### src/rtl/bus_arbiter_pkg.sv
// Shared types and constants for the shared-bus arbiter.
package bus_arbiter_pkg;

  typedef enum logic [1:0] {
    ST_IDLE  = 2'd0,
    ST_GUARD = 2'd1,
    ST_OWN   = 2'd2
  } state_t;

  localparam int IDX_W = 3;

  localparam logic [IDX_W-1:0] REQ_PC   = 3'd0;
  localparam logic [IDX_W-1:0] REQ_SP   = 3'd1;
  localparam logic [IDX_W-1:0] REQ_ALU  = 3'd2;
  localparam logic [IDX_W-1:0] REQ_REGS = 3'd3;
  localparam logic [IDX_W-1:0] REQ_MEM  = 3'd4;

  // Index following idx, wrapping from n-1 back to 0.
  function automatic logic [IDX_W-1:0] wrap_inc(input logic [IDX_W-1:0] idx, input int n);
    if (int'(idx) >= n - 1) return '0;
    return idx + 1'b1;
  endfunction

endpackage

### src/rtl/bus_arbiter_arb_pick.sv
// Combinational masked priority selector: first requester at or after 'start',
// skipping 'excl' whenever any other requester is active.
module arb_pick
  import bus_arbiter_pkg::*;
#(
  parameter int N_REQ = 5
) (
  input  logic [N_REQ-1:0] req,
  input  logic [IDX_W-1:0] start,
  input  logic [IDX_W-1:0] excl,
  input  logic             excl_en,
  output logic [N_REQ-1:0] winner,
  output logic [IDX_W-1:0] winner_idx,
  output logic             valid
);

  localparam logic [IDX_W:0] N_L = (IDX_W + 1)'(N_REQ);

  logic [N_REQ-1:0]   excl_mask;
  logic [N_REQ-1:0]   others;
  logic [N_REQ-1:0]   masked;
  logic [N_REQ-1:0]   rot;
  logic [N_REQ-1:0]   rot_win;
  logic [2*N_REQ-1:0] dbl_req;
  logic [2*N_REQ-1:0] dbl_win;
  logic [IDX_W-1:0]   offset;
  logic [IDX_W:0]     sum;

  genvar gi;
  generate
    for (gi = 0; gi < N_REQ; gi++) begin : g_mask
      assign excl_mask[gi] = excl_en && (excl == IDX_W'(gi));
    end
  endgenerate

  assign others = req & ~excl_mask;
  assign masked = (|others) ? others : req;

  // Rotate so the search always starts at bit 0, then rotate the winner back.
  assign dbl_req = {masked, masked} >> start;
  assign rot     = dbl_req[N_REQ-1:0];

  always_comb begin
    rot_win = '0;
    offset  = '0;
    valid   = 1'b0;
    for (int i = 0; i < N_REQ; i++) begin
      if (!valid && rot[i]) begin
        valid      = 1'b1;
        rot_win[i] = 1'b1;
        offset     = IDX_W'(i);
      end
    end
  end

  assign dbl_win    = {rot_win, rot_win} << start;
  assign winner     = dbl_win[2*N_REQ-1:N_REQ];
  assign sum        = {1'b0, start} + {1'b0, offset};
  assign winner_idx = (sum >= N_L) ? IDX_W'(sum - N_L) : sum[IDX_W-1:0];

endmodule

### src/rtl/bus_arbiter.sv
// Shared-bus arbiter with guard cycles on ownership change and a hold limit.
// Define BUS_ARBITER_ROUND_ROBIN_EN for round-robin; default is fixed priority.
module bus_arbiter
  import bus_arbiter_pkg::*;
#(
  parameter int N_REQ    = 5,
  parameter int GUARD    = 1,
  parameter int MAX_HOLD = 8
) (
  input  logic             clk,
  input  logic             reset,
  input  logic [N_REQ-1:0] req,
  output logic [N_REQ-1:0] gnt,
  output logic [N_REQ-1:0] oe,
  output logic [2:0]       owner,
  output logic             busy
);

  localparam int              HOLD_W   = (MAX_HOLD < 2) ? 1 : $clog2(MAX_HOLD + 1);
  localparam logic [HOLD_W-1:0] HOLD_SAT = HOLD_W'((MAX_HOLD == 0) ? 1 : MAX_HOLD);
  localparam logic [HOLD_W-1:0] HOLD_ONE = HOLD_W'(1);
  localparam logic [1:0]        GUARD_L  = 2'(GUARD);

  state_t            state;
  logic [1:0]        guard_cnt;
  logic [HOLD_W-1:0] hold_cnt;
  logic [IDX_W-1:0]  start;
  logic [N_REQ-1:0]  pick_win;
  logic [IDX_W-1:0]  pick_idx;
  logic              pick_valid;
  logic              owner_req;
  logic              others;
  logic              hold_hit;
  logic              drop;
  logic              regrant;

  assign owner_req = |(req & gnt);
  assign others    = |(req & ~gnt);
  assign hold_hit  = (MAX_HOLD != 0) && (hold_cnt == HOLD_SAT);

  // Ownership ends when the owner lets go, or when it has used up its hold
  // budget while someone else is waiting.
  assign drop    = ((state == ST_GUARD) && !owner_req) ||
                   ((state == ST_OWN) && (!owner_req || (hold_hit && others)));
  assign regrant = ((state == ST_IDLE) || drop) && pick_valid;

`ifdef BUS_ARBITER_ROUND_ROBIN_EN
  logic [IDX_W-1:0] rr_ptr;

  always_ff @(posedge clk or negedge reset) begin
    if (!reset) begin
      rr_ptr <= '0;
    end else if (regrant) begin
      rr_ptr <= wrap_inc(pick_idx, N_REQ);
    end
  end

  assign start = rr_ptr;
`else
  assign start = '0;
`endif

  arb_pick #(.N_REQ(N_REQ)) u_pick (
    .req        (req),
    .start      (start),
    .excl       (owner),
    .excl_en    (state != ST_IDLE),
    .winner     (pick_win),
    .winner_idx (pick_idx),
    .valid      (pick_valid)
  );

  always_ff @(posedge clk or negedge reset) begin
    if (!reset) begin
      state     <= ST_IDLE;
      gnt       <= '0;
      oe        <= '0;
      owner     <= '0;
      busy      <= 1'b0;
      guard_cnt <= '0;
      hold_cnt  <= '0;
    end else if (regrant) begin
      gnt   <= pick_win;
      owner <= pick_idx;
      busy  <= 1'b1;
      if (GUARD > 0) begin
        state     <= ST_GUARD;
        oe        <= '0;
        guard_cnt <= 2'd1;
        hold_cnt  <= '0;
      end else begin
        state     <= ST_OWN;
        oe        <= pick_win;
        guard_cnt <= '0;
        hold_cnt  <= HOLD_ONE;
      end
    end else if (drop) begin
      state     <= ST_IDLE;
      gnt       <= '0;
      oe        <= '0;
      owner     <= '0;
      busy      <= 1'b0;
      guard_cnt <= '0;
      hold_cnt  <= '0;
    end else begin
      case (state)
        ST_GUARD: begin
          if (guard_cnt >= GUARD_L) begin
            state     <= ST_OWN;
            oe        <= gnt;
            guard_cnt <= '0;
            hold_cnt  <= HOLD_ONE;
          end else begin
            guard_cnt <= guard_cnt + 2'd1;
          end
        end
        ST_OWN: begin
          if (hold_cnt != HOLD_SAT) hold_cnt <= hold_cnt + HOLD_ONE;
        end
        default: ;
      endcase
    end
  end

endmodule

### config.mk
export PLATFORM = sky130hd
export DESIGN_NAME = bus_arbiter
export DESIGN_NICKNAME = d
export VERILOG_FILES = /design/src/rtl/bus_arbiter_pkg.sv /design/src/rtl/bus_arbiter_arb_pick.sv /design/src/rtl/bus_arbiter.sv
export SDC_FILE = /design/constraint.sdc
export NUM_CORES = 1
export LEC_CHECK = 0
export ABC_AREA = 1
export BUFFER_PORTS_ARGS = -buffer_cell sky130_fd_sc_hd__buf_2
export CELL_PAD_IN_SITES_DETAIL_PLACEMENT = 0
export CELL_PAD_IN_SITES_GLOBAL_PLACEMENT = 1
export CORE_MARGIN = 4
export CORE_UTILIZATION = 38
export CTS_CLUSTER_SIZE = 25
export DETAILED_ROUTE_END_ITERATION = 8
export GPL_TIMING_DRIVEN = 0
export PLACE_DENSITY_LB_ADDON = 0.1
export SLEW_MARGIN = 10
export SYNTH_ARGS = -nofsm -noshare
export SYNTH_HDL_FRONTEND = slang
export SYNTH_HIERARCHICAL = 1
export SYNTH_SLANG_ARGS = --single-unit
### constraint.sdc
create_clock -name clk -period 3.7 [get_ports clk]
set_clock_uncertainty 0.05 [all_clocks]
set_input_delay 0.74 -clock clk [delete_from_list [all_inputs] [get_ports clk]]
set_output_delay 0.74 -clock clk [all_outputs]
set_load 0.01 [all_outputs]
==> flow_summary.rst, run 1 <==
.. list-table::
   :header-rows: 1

   * - Metric
     - Value
   * - Total wire length
     - 5200 microns
   * - Boundary pin count
     - 21
   * - Final instance area
     - 0.00257 sq mm
   * - Number of max-capacitance violations reported
     - 0
   * - DRC violation total after the first TritonRoute iteration
     - 94
   * - Adder-cell share of the synthesized area
     - 7.73%
   * - Worst EP required
     - 3.86 ns
   * - Met3 Routed Length
     - 151 microns
   * - Startpoint Class
     - flop
   * - Cell depth of the worst flop-to-flop path
     - 28
   * - Setup TNS
     - 0 ns
   * - Gate count of the mapped netlist
     - 298
   * - Outcome
     - finished clean
   * - Clock root buffer
     - clkbuf_8
   * - Via count of the first global-routing pass
     - 1802
   * - Number of antenna violations at the first check in global routing
     - 0
   * - Count of synthesis-stage warnings from yosys
     - 6
   * - Start point of the critical path
     - state[1]
   * - Headroom to the max-slew limit
     - 66.4%
   * - Slack of the worst reg-to-reg path
     - 0.16 ns
   * - Post-synthesis average cell area
     - 6.84 sq um
   * - Type of the tightest min-delay check
     - in2async
   * - Starting density of the core
     - 39.7%
   * - Total routing usage reported by global routing
     - 16.3%
   * - Final core utilization
     - 50.1%
   * - Core Footprint
     - 0.00514 sq mm
   * - Via total after detailed routing
     - 2030
   * - Area growth from synthesis to layout
     - 26.3%
   * - Most frequent standard cell in the layout excluding fill and tap cells
     - nand2_1
   * - Setup CP Type
     - reg2reg
   * - Crit-path slowest cell
     - fa_2
   * - Pin count of the biggest net entering global routing
     - 23
   * - Total CTS buffers
     - 3
   * - Clock latency at the later pin of the worst-skew pair
     - 0.26 ns
   * - Count of nets left with antenna violations after detail routing
     - 0
   * - Number of nets in the finished design
     - 372
   * - Number of storage elements in the synthesis netlist
     - 22
   * - Max frequency
     - 0.283 GHz
   * - Hold Buf Count CTS
     - 0
   * - Site Rows
     - 26
   * - GRT overflow
     - 0
   * - DR DRC count
     - 0
   * - Number of clock sinks seen by CTS
     - 22
   * - CP max FO
     - 5
   * - Die Span Y
     - 81.3 microns
   * - Max VDD drop
     - 0.450 mV
   * - Final RePlAce weighted congestion
     - 0.784
   * - Unrepaired setup endpoints after global routing
     - true
   * - Main combinational cell family by area after synthesis
     - simple AND/OR/NAND/NOR gates
   * - Post-synthesis compound-gate area fraction
     - 8.47%
   * - Most frequent cells in the layout
     - 79 x nand2_1, 56 x nand3_1, 23 x buf_2
   * - Crit path to
     - owner[2]
   * - Top Metal Used
     - met4
   * - Number of search-and-repair iterations in the first detailed-routing pass
     - 4
   * - Hold violation count in the final report
     - 0
   * - Metal1 wirelength
     - 2650 microns
   * - Crit Reg-Reg Startpoint
     - state[1]
   * - CTS tree
     - built
   * - Die X-Extent
     - 81.3 microns
   * - Number of different library cells in the post-synthesis netlist
     - 36
   * - Wire length per cell after detailed routing
     - 12.3 microns
   * - Number of slew-limit violations in the final report
     - 0
   * - Data arrival time of the critical path
     - 3.70 ns
   * - Vias per Instance
     - 4.81
   * - Synthesized-area fraction occupied by xor and xnor cells
     - 0.859%
   * - Slew at the pin closest to its max-slew limit
     - 0.504 ns
   * - Met2 layer wire length in the routed design
     - 2390 microns
   * - Portion of the post-synthesis area used by sequential elements
     - 27.0%
   * - Overall die area
     - 0.00660 sq mm
   * - Worst-path clk slew
     - 0.09 ns
   * - Worst R2R End
     - owner[2]
   * - Setup violation total in the final timing report
     - 0
   * - Cell mode on critical path
     - nand2_2
   * - Count of buffers inserted at the top-level ports
     - 20
   * - Cell area after placement
     - 0.00227 sq mm
   * - Element type at the critical path end
     - flop
   * - Post-synth design cell area
     - 0.00204 sq mm
   * - First-pass GRT wire length
     - 8530 microns
   * - Slowest Stage Delay on Critical Path
     - 0.49 ns
   * - Worst-case clock buffer depth
     - 2
   * - Cell Pwr Density
     - 693 mW/mm^2
   * - HPWL after DPL
     - 3900 microns
   * - Mux cell area share after synthesis
     - 0%
   * - # diodes
     - 0
   * - Simple logic cell fraction of the synthesized area
     - 47.5%
   * - Tcrit/Tclk final
     - 95.6%
   * - Htree depth
     - 1
   * - Fraction of final layout cells with drive strength greater than 1
     - 31.3%
   * - Reported leakage power
     - 1.37 nW
   * - Time the worst path needs with I/O delays and setup
     - 3.54 ns
[layer usage]
metal	track usage (%)	vias up
met4	1.01	0
met1	25.6	930
met2	24.3	26
met5	0	-
met3	2.55	2
li1	-	1072
[cells by family (layout without fill, tap and decap cells)]
kind of cell,Yosys count,in the layout
AO/OA/AOI/OAI,22,22
buffers and inverters,39,82
adder cells (fa/ha/maj),12,12
AND/OR/NAND/NOR,200,200
XOR/XNOR,2,2
other,1,12
flip-flops,22,22
[flip-flops by register name, indices dropped and copies added, names as in the netlist]
register	cells
busy	1
gnt	5
guard_cnt	2
hold_cnt	4
oe	5
owner	3
state	2
[timing repair]
action                                  in CTS  in global routing
pin swaps                                    5                 22
buffers inserted                             4                 15
gates resized for setup                      8                 25
endpoints found under the setup margin       3                  3
[final cells by class]
| type | count | area (sq um) |
|---|---|---|
| well taps | 70 | 87.6 |
| flip-flops and latches | 22 | 551 |
| multi-input cells | 248 | 1450 |
| inverters | 32 | 125 |
| clock buffers | 3 | 41.3 |
| repair buffers | 39 | 243 |
| fillers | 554 | 2560 |
| clock inverters | 1 | 30.0 |
| plain buffers | 7 | 48.8 |
[cells in the mapped netlist, drive strengths merged]
| cell type | n | area share [%] |
|---|---|---|
| o21ai | 7 | 2.5 |
| fa | 1 | 0.98 |
| dfrtp | 22 | 27 |
| nand3 | 70 | 19 |
| a21oi | 9 | 2.9 |
| inv | 31 | 5.7 |
| o21bai | 1 | 0.92 |
| or2 | 2 | 0.61 |
| nor2 | 18 | 4.2 |
| xor2 | 2 | 0.86 |
| nand3b | 2 | 0.74 |
| conb | 1 | 0.18 |
| ha | 11 | 6.7 |
| o31ai | 2 | 0.98 |
| buf | 7 | 2.4 |
| nand4 | 6 | 1.8 |
| clkinv | 1 | 0.18 |
| nand2 | 102 | 21 |
| a31o | 1 | 0.43 |
| o211ai | 1 | 0.37 |
| a21boi | 1 | 0.37 |
[worst min path at each step]
stage	start	end	slack, ns	depth (start not counted)
4_1_cts	reset	guard_cnt[0]	0.40	1
5_1_grt	reset	guard_cnt[0]	0.42	1
3_3_place_gp	busy	busy	0.40	2
6_report	reset	guard_cnt[0]	0.38	1
2_1_floorplan	reset	busy	0.39	0
3_5_place_dp	busy	busy	0.41	2
[worst max-delay path: cells and delay by family (launching register included)]
| kind | cells | cell delay [ns] |
|---|---|---|
| fa+ha+maj | 3 | 0.85 |
| flops | 1 | 0.38 |
| compound gates | 2 | 0.25 |
| simple gates | 17 | 1.55 |
| buf+inv | 6 | 0.40 |
[power by group]
part           internal [mW]  switching (mW)  leakage, nW
clock network          0.145          0.0796       0.0357
registers              0.341           0.104        0.284
logic                  0.443           0.672         1.05
[stage by stage]
| step | hold WS [ns] | setup slack, ns | instances | power, mW |
|---|---|---|---|---|
| after floorplan | 0.394 | 0.188 | 309 | 1.13 |
| after global placement | 0.402 | -0.226 | 399 | 1.38 |
| after detailed placement | 0.408 | -0.214 | 399 | 1.39 |
| after CTS | 0.398 | 0.0123 | 407 | 1.66 |
| after global routing | 0.422 | -0.156 | 422 | 1.96 |
| final | 0.381 | 0.162 | 422 | 1.78 |
(Power assumes the default switching activity.)
==> run 2: changes to the inputs <==
- ABC_AREA: 1 -> default
- CORE_UTILIZATION: 38 -> 41
- CTS_CLUSTER_SIZE: 25 -> default
==> run 2 against run 1 <==
- the run now ends with setup timing left
- wire length rose by 39%
- maximum frequency fell by 18%
- clock power rose by 3%
- sequential power fell by 4%
- area after synthesis rose by 18%
- sequential share of layout area fell by 3.9 points
- via count rose by 22%
- count of clock-buffer cells in the layout did not move
- design area rose by 22%
- critical endpoint is now owner[0]
==> flow_summary.rst, run 2 <==
.. list-table::
   :header-rows: 1

   * - Metric
     - Value
   * - Worst R2R End
     - owner[0] (was owner[2])
   * - Total wire length
     - 7230 microns (was 5200 microns)
   * - CP max FO
     - 9 (was 5)
   * - Fin worst setup slack
     - -0.592 ns (was 0.162 ns)
   * - GRT overflow
     - 0 (unchanged)
   * - Wire length per cell after detailed routing
     - 17.4 microns (was 12.3 microns)
   * - Final RePlAce weighted congestion
     - 0.844 (was 0.784)
   * - Count of buffers inserted at the top-level ports
     - 20 (unchanged)
   * - Boundary pin count
     - 21 (unchanged)
   * - Clock latency at the later pin of the worst-skew pair
     - 0.27 ns (was 0.26 ns)
   * - Setup violation total in the final timing report
     - 3 (was 0)
   * - Power, Total
     - 2.10 mW (was 1.78 mW)
   * - Worst-case clock buffer depth
     - 2 (unchanged)
   * - # diodes
     - 0 (unchanged)
   * - Violations in the final reports
     - setup timing
   * - Count of nets left with antenna violations after detail routing
     - 0 (unchanged)
   * - DRC violation total after the first TritonRoute iteration
     - 159 (was 94)
   * - Pin count of the biggest net entering global routing
     - 23 (unchanged)
   * - Crit-path slowest cell
     - fa_2 (unchanged)
   * - Cell depth of the worst flop-to-flop path
     - 16 (was 28)
   * - Final instance area
     - 0.00315 sq mm (was 0.00257 sq mm)
   * - Core Footprint
     - 0.00561 sq mm (was 0.00514 sq mm)
   * - Outcome
     - complete, but fails checks (was finished clean)
   * - Synth Flop Type
     - dfrtp_1 (unchanged)
   * - Number of antenna violations at the first check in global routing
     - 0 (unchanged)
   * - Number of flops mapped to enable cells by yosys
     - 0 (unchanged)
   * - Via count of the first global-routing pass
     - 2409 (was 1802)
   * - Critical path depth
     - 17 (was 28)
   * - Number of storage elements in the synthesis netlist
     - 22 (unchanged)
   * - Reported leakage power
     - 1.36 nW (was 1.37 nW)
   * - Final cell count without fillers
     - 416 (was 422)
   * - Time the worst path needs with I/O delays and setup
     - 4.29 ns (was 3.54 ns)
   * - Number of max-capacitance violations reported
     - 0 (unchanged)
   * - Hold Buf Count CTS
     - 0 (unchanged)
   * - Total routing usage reported by global routing
     - 20.4% (was 16.3%)
   * - Die X-Extent
     - 84.5 microns (was 81.3 microns)
   * - Tcrit/Tclk final
     - 116% (was 95.6%)
   * - Slack of the worst reg-to-reg path
     - -0.53 ns (was 0.16 ns)
   * - HPWL after DPL
     - 5190 microns (was 3900 microns)
   * - Post-synth design cell area
     - 0.00240 sq mm (was 0.00204 sq mm)
   * - Startpoint Class
     - primary input (was flop)
   * - Site Rows
     - 27 (was 26)
   * - Number of search-and-repair iterations in the first detailed-routing pass
     - 4 (unchanged)
   * - Total CTS buffers
     - 3 (unchanged)
   * - Unrepaired setup endpoints after global routing
     - true (unchanged)
   * - Fraction of final layout cells with drive strength greater than 1
     - 32.0% (was 31.3%)
   * - Headroom to the max-slew limit
     - 62.7% (was 66.4%)
   * - Cell with the most instances after synthesis
     - nor2_1 (was nand2_1)
   * - Share of the synthesized area in the top cell type
     - 22.9% (was 27.0%)
   * - Htree depth
     - 1 (unchanged)
   * - DR DRC count
     - 0 (unchanged)
   * - Starting density of the core
     - 42.8% (was 39.7%)
   * - Post-synthesis average cell area
     - 8.48 sq um (was 6.84 sq um)
   * - Top cells by count, synth
     - 29 x nor2_1, 22 x dfrtp_1, 21 x inv_1, 21 x nand2_1, 15 x a21oi_1 (was 92 x nand2_1, 61 x nand3_1, 27 x inv_1)
   * - Cell Pwr Density
     - 667 mW/mm^2 (was 693 mW/mm^2)
   * - Fraction of registers with async set or reset after synthesis
     - 100% (unchanged)
   * - Overall die area
     - 0.00714 sq mm (was 0.00660 sq mm)
   * - First-pass GRT wire length
     - 12000 microns (was 8530 microns)
   * - Biggest area contributors in the synthesized netlist
     - dfrtp_1 23%, ha_1 5.7%, nor2_1 4.5% (was dfrtp_1 27%, nand2_1 17%, nand3_1 15%)
   * - Worst-path clk slew
     - 0.08 ns (was 0.09 ns)
   * - Cell-by-cell listing of the critical path
     - buf_6 -> and4bb_2 -> buf_6 -> o311ai_4 -> and2_4 -> o21a_1 -> mux2_4 -> o211a_4 -> or2_4 -> fa_2 -> ha_4 -> nand2b_4 -> a221o_1 -> a221o_1 -> buf_4 -> xnor2_1 -> a22o_1
   * - Data arrival time of the critical path
     - 4.41 ns (was 3.70 ns)
   * - Number of slew-limit violations in the final report
     - 0 (unchanged)
   * - Hold violation count in the final report
     - 0 (unchanged)
   * - Element type at the critical path end
     - flop (unchanged)
   * - Start point of the critical path
     - req[4] (was state[1])
   * - Crit Reg-Reg Startpoint
     - owner[2] (was state[1])
   * - Max frequency
     - 0.233 GHz (was 0.283 GHz)
   * - Portion of the post-synthesis area used by sequential elements
     - 22.9% (was 27.0%)
   * - Die Span Y
     - 84.5 microns (was 81.3 microns)
   * - Cell area after placement
     - 0.00270 sq mm (was 0.00227 sq mm)
   * - Number of different library cells in the post-synthesis netlist
     - 78 (was 36)
   * - Area growth from synthesis to layout
     - 31.3% (was 26.3%)
   * - Worst EP required
     - 3.82 ns (was 3.86 ns)
   * - Slowest Stage Delay on Critical Path
     - 0.47 ns (was 0.49 ns)
   * - Most frequent standard cell in the layout excluding fill and tap cells
     - nor2_1 (was nand2_1)
   * - Slew at the pin closest to its max-slew limit
     - 0.557 ns (was 0.504 ns)
   * - Count of synthesis-stage warnings from yosys
     - 6 (unchanged)
   * - Number of buffer and inverter instances along the worst setup path
     - 3 (was 6)
   * - CTS tree
     - built (unchanged)
   * - Type of the tightest min-delay check
     - in2async (unchanged)
   * - Gate count of the mapped netlist
     - 283 (was 298)
   * - Via total after detailed routing
     - 2475 (was 2030)
   * - Number of nets in the finished design
     - 364 (was 372)
   * - Regs by FF count
     - gnt: 5 flops, oe: 5 flops, hold_cnt: 4 flops (unchanged)
   * - Largest area contributor in the synthesized netlist
     - dfrtp_1 (unchanged)
   * - Vias per Instance
     - 5.95 (was 4.81)
   * - Number of clock sinks seen by CTS
     - 22 (unchanged)
   * - Setup TNS
     - -1.66 ns (was 0 ns)
   * - Setup CP Type
     - in2reg (was reg2reg)
   * - Max VDD drop
     - 0.413 mV (was 0.450 mV)
   * - Cell family with most CP delay
     - compound AO/OA/AOI/OAI gates (was simple AND/OR/NAND/NOR gates)
   * - # placed instances
     - 387 (was 399)
   * - Clock root buffer
     - clkbuf_8 (unchanged)
   * - Most frequent cells in the layout
     - 27 x nor2_1, 26 x buf_4, 21 x dfrtp_1 (was 79 x nand2_1, 56 x nand3_1, 23 x buf_2)
## run 2: changes by cell type in the layout (fill, tap and decap cells not counted), sizes merged, moves of 6 or more
cell / delta
o2111ai: +6
nand2: -80
a22o: +8
clkbuf: +6
and2: +7
o21a: +7
nand3: -63
inv: -10
a31oi: +7
buf: +7
nand2b: +7
a21oi: +6
nor2: +11
## run 2: worst max path at each step
stage	slack, ns	end
4_1_cts	-0.56	owner[2]
3_5_place_dp	-1.45	owner[2]
5_1_grt	-0.72	owner[2]
2_1_floorplan	-0.65	owner[2]
6_report	-0.59	owner[0]
3_3_place_gp	-1.46	owner[2]
## run 2: through the flow
stage                     hold WS [ns]  utilization (%)  setup slack, ns
final                            0.380             56.2           -0.592
after global routing             0.425             56.2           -0.719
after CTS                        0.396             54.2           -0.559
after detailed placement         0.450             48.2            -1.45
after global placement           0.441             48.2            -1.46
after floorplan                  0.394                -           -0.652
## run 2: layer usage
| metal | part of all wire [%] | global-route usage [%] | vias up |
|---|---|---|---|
| met3 | 5.5 | 3.63 | 12 |
| met1 | 47 | 28.5 | 1201 |
| met2 | 46 | 33.0 | 77 |
| met4 | 1.3 | 4.17 | 0 |
| li1 | - | - | 1185 |
| met5 | 0 | 0 | - |
## run 2: area by class of cell
type	instances	area [sq um]
plain buffers	13	80.1
clock buffers	3	41.3
clock inverters	1	30.0
fillers	546	2460
inverters	21	78.8
multi-input cells	238	1970
flip-flops and latches	22	552
well taps	72	90.1
repair buffers	46	312
## run 2: what timing repair did
item                       4_1_cts  5_1_grt
buffers inserted                18        8
pin swaps                       18       16
setup endpoints to repair        3        3
gates resized for setup         28       12
## run 2: cells by family (layout without fill, tap and decap cells)
family | Yosys count | in the layout | share of synthesized area [%]
compound gates | 102 | 102 | 35.8
simple gates | 98 | 98 | 21.7
buf+inv | 35 | 84 | 6.26
flops | 22 | 22 | 22.9
fa+ha+maj | 12 | 12 | 6.57
mux | 8 | 8 | 4.69
xor+xnor | 5 | 5 | 1.83
other cells | 1 | 13 | 0.156
## run 2: power by group
| part | total, mW | leakage (nW) | switching (mW) | internal, mW |
|---|---|---|---|---|
| Clock | 0.231 | 0.0357 | 0.0860 | 0.145 |
| Sequential | 0.428 | 0.284 | 0.0928 | 0.335 |
| Combinational | 1.44 | 1.04 | 0.782 | 0.660 |
